==> src/rtl/shift_reg_ctrl.sv <==
// rtl/shift_reg_ctrl.sv - command sequencer for the shift register datapath
// Optional shadow checker: define SHIFT_REG_CTRL_SHADOW_EN.
module shift_reg_ctrl #(
  parameter int WIDTH = 4,
  parameter int LEN_W = 3
) (
  input  logic             clk,
  input  logic             reset_n,
  input  logic             cmd_valid,
  output logic             cmd_ready,
  input  logic [1:0]       cmd_op,
  input  logic [LEN_W-1:0] cmd_len,
  input  logic [WIDTH-1:0] cmd_data,
  input  logic             abort,
  output logic             sr_en,
  output logic             sr_load,
  output logic             sr_shiftR,
  output logic             sr_clr,
  output logic             sr_d_in,
  input  logic [WIDTH-1:0] sr_d_out,
  output logic             busy,
  output logic             done,
  output logic             aborted,
  output logic             mismatch
);

  typedef enum logic [1:0] {S_IDLE, S_LOAD, S_SHIFT, S_DONE} state_t;

  localparam logic [1:0]       OP_LOAD    = 2'b00;
  localparam logic [1:0]       OP_SHR     = 2'b01;
  localparam logic [1:0]       OP_CLR     = 2'b11;
  localparam logic [LEN_W-1:0] LP_MAX_LEN = LEN_W'(WIDTH);

  state_t           r_state;
  state_t           w_next;
  logic [1:0]       r_op;
  logic [LEN_W-1:0] r_len;
  logic [WIDTH-1:0] r_data;
  logic [LEN_W-1:0] r_cnt;
  logic             r_aborted;
  logic [LEN_W-1:0] w_len_clamped;
  logic             w_accept;
  logic             w_last;

  assign w_accept      = cmd_valid && (r_state == S_IDLE);
  assign w_len_clamped = (cmd_len > LP_MAX_LEN) ? LP_MAX_LEN : cmd_len;
  assign w_last        = ((r_cnt + LEN_W'(1)) == r_len);

  always_comb begin
    w_next    = r_state;
    cmd_ready = 1'b0;
    busy      = 1'b0;
    done      = 1'b0;
    aborted   = 1'b0;
    sr_en     = 1'b0;
    sr_load   = 1'b0;
    sr_clr    = 1'b0;
    sr_shiftR = 1'b0;
    sr_d_in   = 1'b0;
    case (r_state)
      S_IDLE: begin
        cmd_ready = 1'b1;
        if (cmd_valid) begin
          if (cmd_op == OP_LOAD || cmd_op == OP_CLR) w_next = S_LOAD;
          else if (w_len_clamped != '0)              w_next = S_SHIFT;
          else                                       w_next = S_DONE;
        end
      end
      S_LOAD: begin
        busy   = 1'b1;
        w_next = S_DONE;
        if (!abort) begin
          sr_en   = 1'b1;
          sr_load = (r_op == OP_LOAD);
          sr_clr  = (r_op == OP_CLR);
          sr_d_in = (r_op == OP_LOAD) && r_data[0];
        end
      end
      S_SHIFT: begin
        busy = 1'b1;
        if (abort) begin
          w_next = S_DONE;
        end else begin
          sr_en     = 1'b1;
          sr_shiftR = (r_op == OP_SHR);
          sr_d_in   = r_data[0];
          if (w_last) w_next = S_DONE;
        end
      end
      S_DONE: begin
        done    = 1'b1;
        aborted = r_aborted;
        w_next  = S_IDLE;
      end
      default: w_next = S_IDLE;
    endcase
  end

  // r_data is consumed LSB-first by shifting it down one bit per issued step
  always_ff @(posedge clk or negedge reset_n) begin
    if (!reset_n) begin
      r_state   <= S_IDLE;
      r_op      <= '0;
      r_len     <= '0;
      r_data    <= '0;
      r_cnt     <= '0;
      r_aborted <= 1'b0;
    end else begin
      r_state <= w_next;
      if (w_accept) begin
        r_op      <= cmd_op;
        r_len     <= w_len_clamped;
        r_data    <= cmd_data;
        r_cnt     <= '0;
        r_aborted <= 1'b0;
      end
      if ((r_state == S_LOAD || r_state == S_SHIFT) && abort) r_aborted <= 1'b1;
      if (sr_en && r_state == S_SHIFT) begin
        r_data <= r_data >> 1;
        r_cnt  <= r_cnt + LEN_W'(1);
      end
    end
  end

`ifdef SHIFT_REG_CTRL_SHADOW_EN
  logic [WIDTH-1:0] r_shadow;
  logic             r_mismatch;

  always_ff @(posedge clk or negedge reset_n) begin
    if (!reset_n) begin
      r_shadow   <= '0;
      r_mismatch <= 1'b0;
    end else begin
      if (sr_en) begin
        if (sr_load)        r_shadow <= {{(WIDTH-1){1'b0}}, sr_d_in};
        else if (sr_clr)    r_shadow <= '0;
        else if (sr_shiftR) r_shadow <= {sr_d_in, r_shadow[WIDTH-1:1]};
        else                r_shadow <= {r_shadow[WIDTH-2:0], sr_d_in};
      end
      if ((r_state == S_IDLE || r_state == S_DONE) && (r_shadow != sr_d_out))
        r_mismatch <= 1'b1;
    end
  end

  assign mismatch = r_mismatch;
`else
  logic w_unused_d_out;
  assign w_unused_d_out = ^sr_d_out;
  assign mismatch       = 1'b0;
`endif

endmodule

==> config.mk <==
export PLATFORM = sky130hd
export DESIGN_NAME = shift_reg_ctrl
export DESIGN_NICKNAME = d
export VERILOG_FILES = /design/src/rtl/shift_reg_ctrl.sv
export SDC_FILE = /design/constraint.sdc
export NUM_CORES = 1
export LEC_CHECK = 0
export BUFFER_PORTS_ARGS = -buffer_cell sky130_fd_sc_hd__clkbuf_2
export CAP_MARGIN = 30
export CORE_UTILIZATION = 30
export CTS_CLUSTER_DIAMETER = 50
export DETAILED_ROUTE_END_ITERATION = 12
export GPL_TIMING_DRIVEN = 1
export PLACE_DENSITY = 0.59
export SKIP_LAST_GASP = 1
export SLEW_MARGIN = 10
export SYNTH_ARGS = -nofsm -noshare
export SYNTH_HDL_FRONTEND = slang
export SYNTH_SLANG_ARGS = --single-unit
==> constraint.sdc <==
create_clock -name clk -period 2.7 [get_ports clk]
set_input_delay 0.27 -clock clk [delete_from_list [all_inputs] [get_ports clk]]
set_output_delay 0.27 -clock clk [all_outputs]
set_load 0.02 [all_outputs]
**After elaboration in Yosys (flattened, before gate mapping)**

Index checks and enable logic that the tools add are counted.

- Bits in registers: 15
- Input port bits: 17
- Output and inout bits: 10
- Word-level logic and storage cells: 59

- Add/subtract/negate cells: 1
- $lt $le $gt $ge: 1
- Equal/unequal tests: 9
- Muxes and demuxes: 28
- Reduce and logical (&&, ||, !) cells: 14

Operators with widths:

| kind | count |
|---|---|
| 2-to-1 mux 1 bit | 17 |
| 2-to-1 mux 3 bit | 3 |
| equality test 2 bit, second input constant | 4 |
| 2-to-1 mux 2 bit | 4 |
| 2-to-1 mux 4 bit | 2 |
| one-hot mux 2 bit (4 select lines) | 1 |
| logical NOT 2 bit | 3 |
| equality test 2 x 1 -> 1 bit, second input constant | 2 |
| logical AND 1 bit | 4 |
| nonzero test 2 bit | 2 |
| adder 3 x 1 -> 3 bit, second input constant | 1 |
| equality test 3 bit | 1 |
| > comparator 3 bit, second input constant | 1 |
| != test 3 bit, second input constant | 1 |
| nonzero test 3 bit | 1 |
| logical OR 1 bit | 2 |
| != test 2 bit, second input constant | 1 |
| one-hot mux 1 bit (2 select lines) | 1 |
| AND reduction 2 bit | 1 |
| OR reduction 2 bit | 1 |

**Logic depth before layout (Yosys ltp)**

Gate-level depths: netlist of the first run.

- Word-level depth: 7
- Mapped depth: 6
- Gate-level depth less buffers: 5

**Worst setup path after synthesis of the first run**

Ideal clock, no wire load.

- Path kind: flip-flop to output port
- Start point: register r_state[1]
- End point: output port sr_d_in
- Arrival time: 1.518 ns
- Data required time: 2.430 ns
- Slack: 0.912 ns
- Stages on the path, launching flop included: 6
- Path buffers: 0
- Cells stage by stage: dfrtp_1 -> inv_1 -> ha_1 -> nand2b_1 -> nor3_1 -> o211a_1

- Longest elaborated chain between the ends: 2
- Elaborated cells on any way between the ends: 3
- Those cells by class: eq/ne: 2; mux: 1

RTL lines:

| item | RTL line | text |
|---|---|---|
| start: declaration | 34 | `state_t r_state;` |
| start signal: assignment | 109 | `r_state <= w_next;` |
| equality test 2 bit / equality test 2 x 1 -> 1 bit (equally long branches) | 60 | `case (r_state)` |
| one-hot mux 1 bit (2 select lines) * | 60 |  |
| end: declaration | 19 | `output logic sr_d_in,` |

Mark *: on every way between the ends. The rest lies on a longest branch, timed or not.

**Worst setup path in the final report of the first run**

- Start point: register r_state[0]
- End point: output port sr_d_in

The elaborated chain is that of the path after synthesis.

==> results.json, run 1 <==
{
  "slew_headroom": 0.597,
  "synth_top_family_by_area": "simple AND/OR/NAND/NOR gates",
  "synth-xor-area-share": 0.0559,
  "path_max_fanout": 4,
  "start_util": 0.317,
  "ys_types": 29,
  "cts.sink_count": 15,
  "overflow": 0,
  "tightest_slew_ns": 0.604,
  "rsz0062_at_grt": "false",
  "die_y_um": 56.0,
  "antenna_found_initial": 0,
  "synth_compound_area_frac": 0.135,
  "dp_hpwl_um": 1270,
  "diodes": 0,
  "layout-drive-gt1-share": 0.287,
  "min_from": "cmd_len[1]",
  "hold_viol": 0,
  "synthTopCellsByCount": "dfrtp_1, o21ai_0, inv_1",
  "synthTopCellsByArea": "dfrtp_1, ha_1, mux2i_1, mux2_2, o21ai_0",
  "fin_crit_ns": 1.86,
  "setup_viol": 0,
  "cap_violations": 0,
  "synth_mux_area_frac": 0.109,
  "cp-startpoint": "r_state[0]$_DFFE_PN0P_",
  "yosysTopAreaCellShare": 0.430,
  "nFillCells": 287,
  "grt_max_degree": 16,
  "drv_slew": 0,
  "power_density_mw_per_mm2": 1090,
  "yosysTopAreaCell": "dfrtp_1",
  "synth_area_um2": 873,
  "dr.pass1.iters": 4,
  "min_path_type": "in -> reg",
  "place_congestion": 0.751,
  "wire_per_inst_um": 11.6,
  "fp.dieArea_mm2": 0.00313,
  "max_freq_mhz": 539,
  "p_leak_uw": 0.000531,
  "cts_buffer_depth": 2,
  "numCtsBuffers": 3,
  "ios": 27,
  "grt_pass1_wl_um": 2630,
  "ys.flop_type": "dfrtp_1",
  "cts_resized": 0,
  "row_count": 19,
  "crit_path_end_kind": "output pin",
  "syn_inst": 85,
  "setup_tns_ns": 0,
  "finalWirelength_um": 1620,
  "drt_iter0_markers": 7,
  "synth_most_common_cell": "dfrtp_1",
  "yosys_register_bits": 15,
  "port-buffer-count": 21,
  "clkTransAtPathRegs_ns": 0.09,
  "fp.coreArea_mm2": 0.00276,
  "fin_crit_sh": 0.687,
  "fin_nets": 131,
  "die_w_um": 56.0,
  "ant_nets": 0,
  "yosysSeqAreaShare": 0.430,
  "routed_via_density": 4.69,
  "postPlaceCellArea_um2": 997,
  "synth-simple-area-share": 0.146,
  "synth_edf_count": 0,
  "clkLatencyLatePin_ns": 0.28,
  "worst-setup-path-type": "reg -> out",
  "synth_adder_area_share": 0.0716,
  "ys_warn_count": 0,
  "cts_max_level": 1,
  "async_reset_ff_frac": 1.00,
  "grt_pass1_vias": 578,
  "syn_nets": 107,
  "vdd_ir_drop_max_v": 0.000576,
  "synth_area_per_cell_um2": 10.3,
  "design_area_mm2": 0.00103,
  "start_kind": "flip-flop",
  "route.detailed.drc": 0,
  "cts_tree": "done",
  "clockRootBuffer": "clkbuf_4",
  "syn_to_final_growth_pct": 18.5,
  "required_ns": 2.43,
  "skew_ns": 0.00207,
  "num_vias": 652,
  "run_status": "finished, final reports clean",
  "rr_startpoint": "r_state[0]$_DFFE_PN0P_",
  "grtUsageTotal": 0.111,
  "cp.arrival_ns": 1.59
}
==> worst paths after layout <==
kind / to / slack (ns) / cells after the start
max: sr_d_in / 0.84 / 5
min: r_len[1]$_DFFE_PN0P_ / 0.24 / 3
max reg2reg: r_cnt[2]$_DFFE_PN0P_ / 0.91 / 5
min reg2reg: r_aborted$_DFFE_PN0P_ / 0.50 / 1
max in group asynchronous: r_aborted$_DFFE_PN0P_ / 1.98 / 2
min in group asynchronous: r_data[2]$_DFFE_PN0P_ / 0.44 / 2
==> metrics by stage <==
stage | power, uW | cells | hold WS, ns | utilization | setup slack [ns]
after floorplan | 865 | 85 | -0.0256 | - | 0.912
after global placement | 992 | 134 | 0.208 | 0.362 | 0.974
after detailed placement | 1010 | 134 | 0.209 | 0.362 | 0.913
after CTS | 1140 | 139 | 0.240 | 0.375 | 0.829
after global routing | 1230 | 139 | 0.257 | 0.375 | 0.720
final | 1130 | 139 | 0.244 | 0.375 | 0.844
==> layout by cell type (no fill, tap or decap) <==
cell	n
clkbuf_2	21
dfrtp_1	15
o21ai_0	7
inv_1	6
nand2_1	5
mux2i_1	5
ha_1	5
nand2b_1	4
nor2_1	4
a21oi_1	4
mux2_2	4
nor2b_1	3
o22ai_1	3
clkbuf_4	3
xor2_1	2
nand3_1	2
nor3_1	1
o211a_1	1
and2_1	1
nor3b_1	1
nand3b_1	1
xnor3_1	1
xnor2_1	1
and4b_4	1
a31oi_1	1
a22o_1	1
o31a_1	1
a21bo_2	1
conb_1	1
clkinv_2	1
dlygate4sd3_1	1
==> cells by family (layout without fill, tap and decap cells) <==
logic type / count (synthesis) / in the layout
adders and majority gates: 5 / 5
other: 1 / 1
buffers and inverters: 9 / 32
AOI/OAI and AO/OA: 19 / 19
DFF: 15 / 15
xor gates and xnor gates: 4 / 4
and+or+nand+nor: 23 / 23
muxes: 9 / 9
==> cell type report <==
class / instances / area (um^2) / area share
Multi-Input combinational cell: 61 / 455 / 0.440
Sequential cell: 15 / 375 / 0.363
Timing Repair Buffer: 22 / 115 / 0.111
Tap cell: 31 / 38.8 / 0.0375
Clock buffer: 3 / 22.5 / 0.0218
Inverter: 6 / 22.5 / 0.0218
Clock inverter: 1 / 5.00 / 0.00484
==> critical path, stage by stage, from the launching register on <==
cell and delay, ns:
dfrtp_1 0.42, inv_1 0.10, ha_1 0.18, nor2b_1 0.28, o211a_1 0.17, clkbuf_2 0.16
==> flip-flops by register name (all words and copies together), names as in the netlist <==
signal     cells
r_op           2
r_state        2
r_aborted      1
r_len          3
r_cnt          3
r_data         4
==> routing by layer <==
metal | GRT usage | part of all wire | vias up
met5 | 0 | 0 | -
met4 | 0.0523 | 0.0080 | 0
met3 | 0.0186 | 0.048 | 2
met2 | 0.170 | 0.45 | 18
met1 | 0.152 | 0.49 | 296
li1 | - | - | 336
==> where the power goes <==
part	total, uW	internal, uW	switching [uW]	leakage [uW]
logic	597	273	324	0.000330
clock network	128	54.9	73.2	0.0000177
registers	403	329	73.5	0.000184
==> timing repair <==
action,in CTS,in global routing
hold endpoints to repair,15,0
hold buffers,1,0
buffers inserted,0,0
No activity file was read; power rests on OpenSTA's default activity.
==> run 2, diff against run 1 <==
--- a/config.mk
+++ b/config.mk
@@ -11,7 +11,7 @@
 export CTS_CLUSTER_DIAMETER = 50
 export DETAILED_ROUTE_END_ITERATION = 12
 export GPL_TIMING_DRIVEN = 1
-export PLACE_DENSITY = 0.59
+export PLACE_DENSITY = 0.6
 export SKIP_LAST_GASP = 1
 export SLEW_MARGIN = 10
 export SYNTH_ARGS = -nofsm -noshare
==> constraint.sdc (replaced) <==
create_clock -name clk -period 1.7 [get_ports clk]
set_input_delay 0.17 -clock clk [delete_from_list [all_inputs] [get_ports clk]]
set_output_delay 0.17 -clock clk [all_outputs]
set_load 0.02 [all_outputs]
==> results.json, run 2 (synthesis results as in run 1) <==
{
  "die_y_um": 56.0,
  "drt_iter0_markers": 5,
  "syn_to_final_growth_pct": 30.9,
  "start_util": 0.317,
  "routed_via_density": 4.76,
  "layout-drive-gt1-share": 0.397,
  "dp_hpwl_um": 1360,
  "clkTransAtPathRegs_ns": 0.09,
  "fin_nets": 139,
  "finalWirelength_um": 1790,
  "antenna_found_initial": 0,
  "skew_ns": 0.00911,
  "diodes": 0,
  "fin_crit_ns": 1.68,
  "worst-setup-path-type": "reg -> out",
  "max_freq_mhz": 596,
  "overflow": 0,
  "row_count": 19,
  "rr_startpoint": "r_cnt[0]$_DFFE_PN0P_",
  "cts_buffer_depth": 2,
  "ant_nets": 0,
  "dr.pass1.iters": 4,
  "cap_violations": 0,
  "fp.coreArea_mm2": 0.00276,
  "place_congestion": 0.688,
  "multi_input_area_um2": 494,
  "num_vias": 700,
  "die_w_um": 56.0,
  "required_ns": 1.53,
  "r2r-end": "r_state[0]$_DFFE_PN0P_",
  "intPower_uw": 1170,
  "cp.arrival_ns": 1.51,
  "power_density_mw_per_mm2": 1730,
  "min_path_type": "in -> reg",
  "path_max_fanout": 3,
  "ios": 27,
  "largest_register_ff_count": 4,
  "fin_crit_sh": 0.986,
  "wire_per_inst_um": 12.2,
  "grt_pass1_vias": 699,
  "start_kind": "flip-flop",
  "rsz0062_at_grt": "true",
  "design_area_mm2": 0.00114,
  "finalNonFillerCells": 147,
  "p_switching_uw": 803,
  "reg_top3": "r_data x4, r_cnt x3, r_len x3",
  "grtUsageTotal": 0.123,
  "final_cell_mix": "clkbuf_2, dfrtp_1, buf_4",
  "drv_slew": 0,
  "crit_path_end": "sr_d_in",
  "route.detailed.drc": 0,
  "nFillCells": 284,
  "grt_max_degree": 16,
  "regMostFlops": "r_data",
  "port-buffer-count": 21,
  "numCtsBuffers": 3,
  "cp-startpoint": "r_state[1]$_DFFE_PN0P_",
  "pwr-share-comb": 0.566,
  "crit_path_end_kind": "output pin",
  "p_leak_uw": 0.000577,
  "postPlaceCellArea_mm2": 0.00103,
  "layout_commonest_cell": "clkbuf_2",
  "setup_viol": 0,
  "clkLatencyLatePin_ns": 0.28,
  "fp.dieArea_mm2": 0.00313,
  "placed_cells": 138,
  "r2r_cells": 4,
  "clockRootBuffer": "clkbuf_4",
  "regArea_um2": 375,
  "p_clk_frac": 0.102,
  "r2r_setup_slack_ns": 0.17,
  "grt_pass1_wl_um": 2930,
  "sw_frac_of_total": 0.406,
  "vdd_ir_drop_max_v": 0.000942,
  "cts_tree": "done",
  "cts.sink_count": 15,
  "run_status": "finished, final reports clean",
  "cts_max_level": 1,
  "hold_viol": 0,
  "p_seq_frac": 0.332
}
## run 2: how the worst min path moves through the flow
stage / depth (start not counted) / end / start / slack [ns]
after floorplan: 0 / r_aborted$_DFFE_PN0P_ / reset_n / -0.13
after global placement: 1 / r_data[1]$_DFFE_PN0P_ / reset_n / 0.10
after detailed placement: 1 / r_data[2]$_DFFE_PN0P_ / reset_n / 0.11
after CTS: 3 / r_len[1]$_DFFE_PN0P_ / cmd_len[1] / 0.13
after global routing: 2 / r_len[2]$_DFFE_PN0P_ / cmd_len[2] / 0.16
final: 3 / r_len[1]$_DFFE_PN0P_ / cmd_len[1] / 0.13
## run 2: area by class of cell
type,count,share of cell area
Clock buffer,4,0.0230
Inverter,6,0.0197
Multi-Input combinational cell,61,0.432
Sequential cell,15,0.328
Tap cell,31,0.0339
Timing Repair Buffer,30,0.163
## run 2: timing repair
action                                 CTS  global route
setup buffers                            3             1
hold buffers                             1             0
setup endpoints to repair                1             5
endpoints found under the hold margin   15             0
resized for setup                        9             5
pin swaps                                2             1
## run 2: routing by layer
metal / up-vias / global-route usage / share of wire
met3: 4 / 0.0256 / 0.064
met2: 23 / 0.200 / 0.46
met1: 319 / 0.153 / 0.47
met4: 0 / 0.0662 / 0.012
li1: 354 / - / -
met5: - / 0 / 0
## run 2: worst max-delay path: stages (launching register included)
cell and delay [ns]:
dfrtp_1 0.41, inv_2 0.07, ha_2 0.19, nand2b_4 0.07, nor3_4 0.17, o211a_1 0.18
clkbuf_8 0.14
## run 2: metrics by stage
stage	util	hold slack [ns]	power [uW]	worst slack, ns	TNS (ns)
after floorplan	-	-0.126	1370	0.0116	0
after global placement	0.373	0.105	1620	0.123	0
after detailed placement	0.373	0.107	1640	0.117	0
after CTS	0.407	0.126	1940	0.00264	0
after global routing	0.415	0.162	2140	-0.0504	-0.125
final	0.415	0.132	1980	0.0233	0
## run 2: power by group through the flow
stage,logic (uW),registers (uW),clock network (uW)
after global placement,976,641,0
after CTS,1070,657,210
after global routing,1240,676,223
after floorplan,757,617,0
final,1120,656,202
after detailed placement,986,650,0
==> run 3, diff against run 2 <==
==> constraint.sdc (replaced) <==
create_clock -name clk -period 1.36 [get_ports clk]
set_input_delay 0.136 -clock clk [delete_from_list [all_inputs] [get_ports clk]]
set_output_delay 0.136 -clock clk [all_outputs]
set_load 0.02 [all_outputs]
==> results.json, run 3 (synthesis results as in run 1) <==
{
  "die_w_um": 56.0,
  "num_vias": 776,
  "clockRootBuffer": "clkbuf_4",
  "postPlaceCellArea_mm2": 0.00110,
  "grt_pass1_vias": 749,
  "diodes": 0,
  "clkLatencyLatePin_ns": 0.29,
  "route.detailed.drc": 0,
  "worst_slack_ns": -0.293,
  "skew_ns": 0.00290,
  "p_leak_uw": 0.000678,
  "largest_register_ff_count": 4,
  "run_status": "finished with violations",
  "fin_crit_sh": 1.22,
  "routed_via_density": 4.91,
  "final_cell_mix": "buf_4, dfrtp_1, clkbuf_2",
  "cts_max_level": 1,
  "cts.sink_count": 15,
  "dp_hpwl_um": 1400,
  "fp.coreArea_mm2": 0.00276,
  "syn_to_final_growth_pct": 63.9,
  "path_max_fanout": 3,
  "setup_tns_ns": -1.94,
  "drv_slew": 0,
  "placed_cells": 143,
  "max_freq_mhz": 605,
  "clkTransAtPathRegs_ns": 0.10,
  "ant_nets": 0,
  "required_ns": 1.22,
  "whs_ns": 0.101,
  "regMostFlops": "r_data",
  "cp-startpoint": "r_state[1]$_DFFE_PN0P_",
  "worstPathCellList": "buf_6 > ha_4 > nor2b_4 > o211a_1 > clkbuf_8",
  "start_util": 0.317,
  "fin_crit_ns": 1.65,
  "grtUsageTotal": 0.143,
  "grt_max_degree": 16,
  "cap_violations": 0,
  "start_kind": "flip-flop",
  "numCtsBuffers": 3,
  "overflow": 0,
  "worst-setup-path-type": "reg -> out",
  "dr.pass1.iters": 2,
  "vdd_ir_drop_max_v": 0.00157,
  "cp.arrival_ns": 1.52,
  "rsz0062_at_grt": "true",
  "slowest_delay_ns": 0.42,
  "antenna_found_initial": 0,
  "min_path_type": "in -> reg",
  "cts_tree": "done",
  "design_area_mm2": 0.00143,
  "place_congestion": 0.714,
  "hold_viol": 0,
  "die_y_um": 56.0,
  "power_density_mw_per_mm2": 2330,
  "wire_per_inst_um": 13.7,
  "crit_path_end_kind": "output pin",
  "finalNonFillerCells": 158,
  "fp.dieArea_mm2": 0.00313,
  "violations": "negative setup slack",
  "port-buffer-count": 21,
  "fin_nets": 150,
  "crit_path_top_delay_cell": "dfrtp_1",
  "min_from": "cmd_len[1]",
  "finalWirelength_um": 2160,
  "cts_buffer_depth": 2,
  "drt_iter0_markers": 11,
  "ios": 27,
  "grt_pass1_wl_um": 3380,
  "layout-drive-gt1-share": 0.598,
  "rr_startpoint": "r_state[0]$_DFFE_PN0P_",
  "row_count": 19,
  "reg_top3": "r_data x4, r_cnt x3, r_len x3",
  "setup_viol": 15
}
run 3: report_power, final:
part	internal, uW	switching [uW]
combinational	1250	963
clock	114	155
sequential	657	196
total	2030	1310
run 3: per-stage QoR:
step	worst slack (ns)	power, uW	util
after detailed placement	-0.0226	2330	0.400
after global placement	-0.0138	2290	0.400
after CTS	-0.270	2980	0.466
after floorplan	-0.0163	1880	-
final	-0.293	3340	0.519
after global routing	-0.337	3550	0.519
run 3: repair_timing:
action,4_1_cts,5_1_grt
resized for setup,26,36
endpoints found under the setup margin,11,22
pin swaps,4,9
cloned,0,1
hold buffers,1,0
buffers inserted,4,5
endpoints found under the hold margin,15,0
run 3: layer usage:
metal	vias to the layer above	global-route usage	routed length, um
met3	5	0.0349	103
met4	0	0.0523	31
met1	372	0.181	913
li1	379	-	-
met5	-	0	0
met2	20	0.236	1120
run 3: final cells by class:
cell class / instances / area, um^2
Clock buffer: 4 / 26.3
Sequential cell: 15 / 377
Tap cell: 31 / 38.8
Inverter: 6 / 25.0
Fill cell: 247 / 1330
Timing Repair Buffer: 41 / 329
Multi-Input combinational cell: 61 / 636
run 3: path summary, 6_finish.rpt:
check                           cells past startpoint  slack [ns]                      to
max in group asynchronous                           2        0.77  r_state[0]$_DFFE_PN0P_
worst max-delay path                                5       -0.29                 sr_d_in
min in group asynchronous                           2        0.29     r_op[1]$_DFFE_PN0P_
worst max register to register                      5       -0.06  r_state[0]$_DFFE_PN0P_
worst min register to register                      1        0.50   r_aborted$_DFFE_PN0P_
worst min-delay path                                3        0.10    r_len[1]$_DFFE_PN0P_
run 3: critical path, delay by kind of cell (launching register included):
kind	cells	cell delay (ns)
fa+ha+maj	1	0.17
buf+inv	2	0.28
flops	1	0.42
compound gates	1	0.22
simple gates	1	0.13
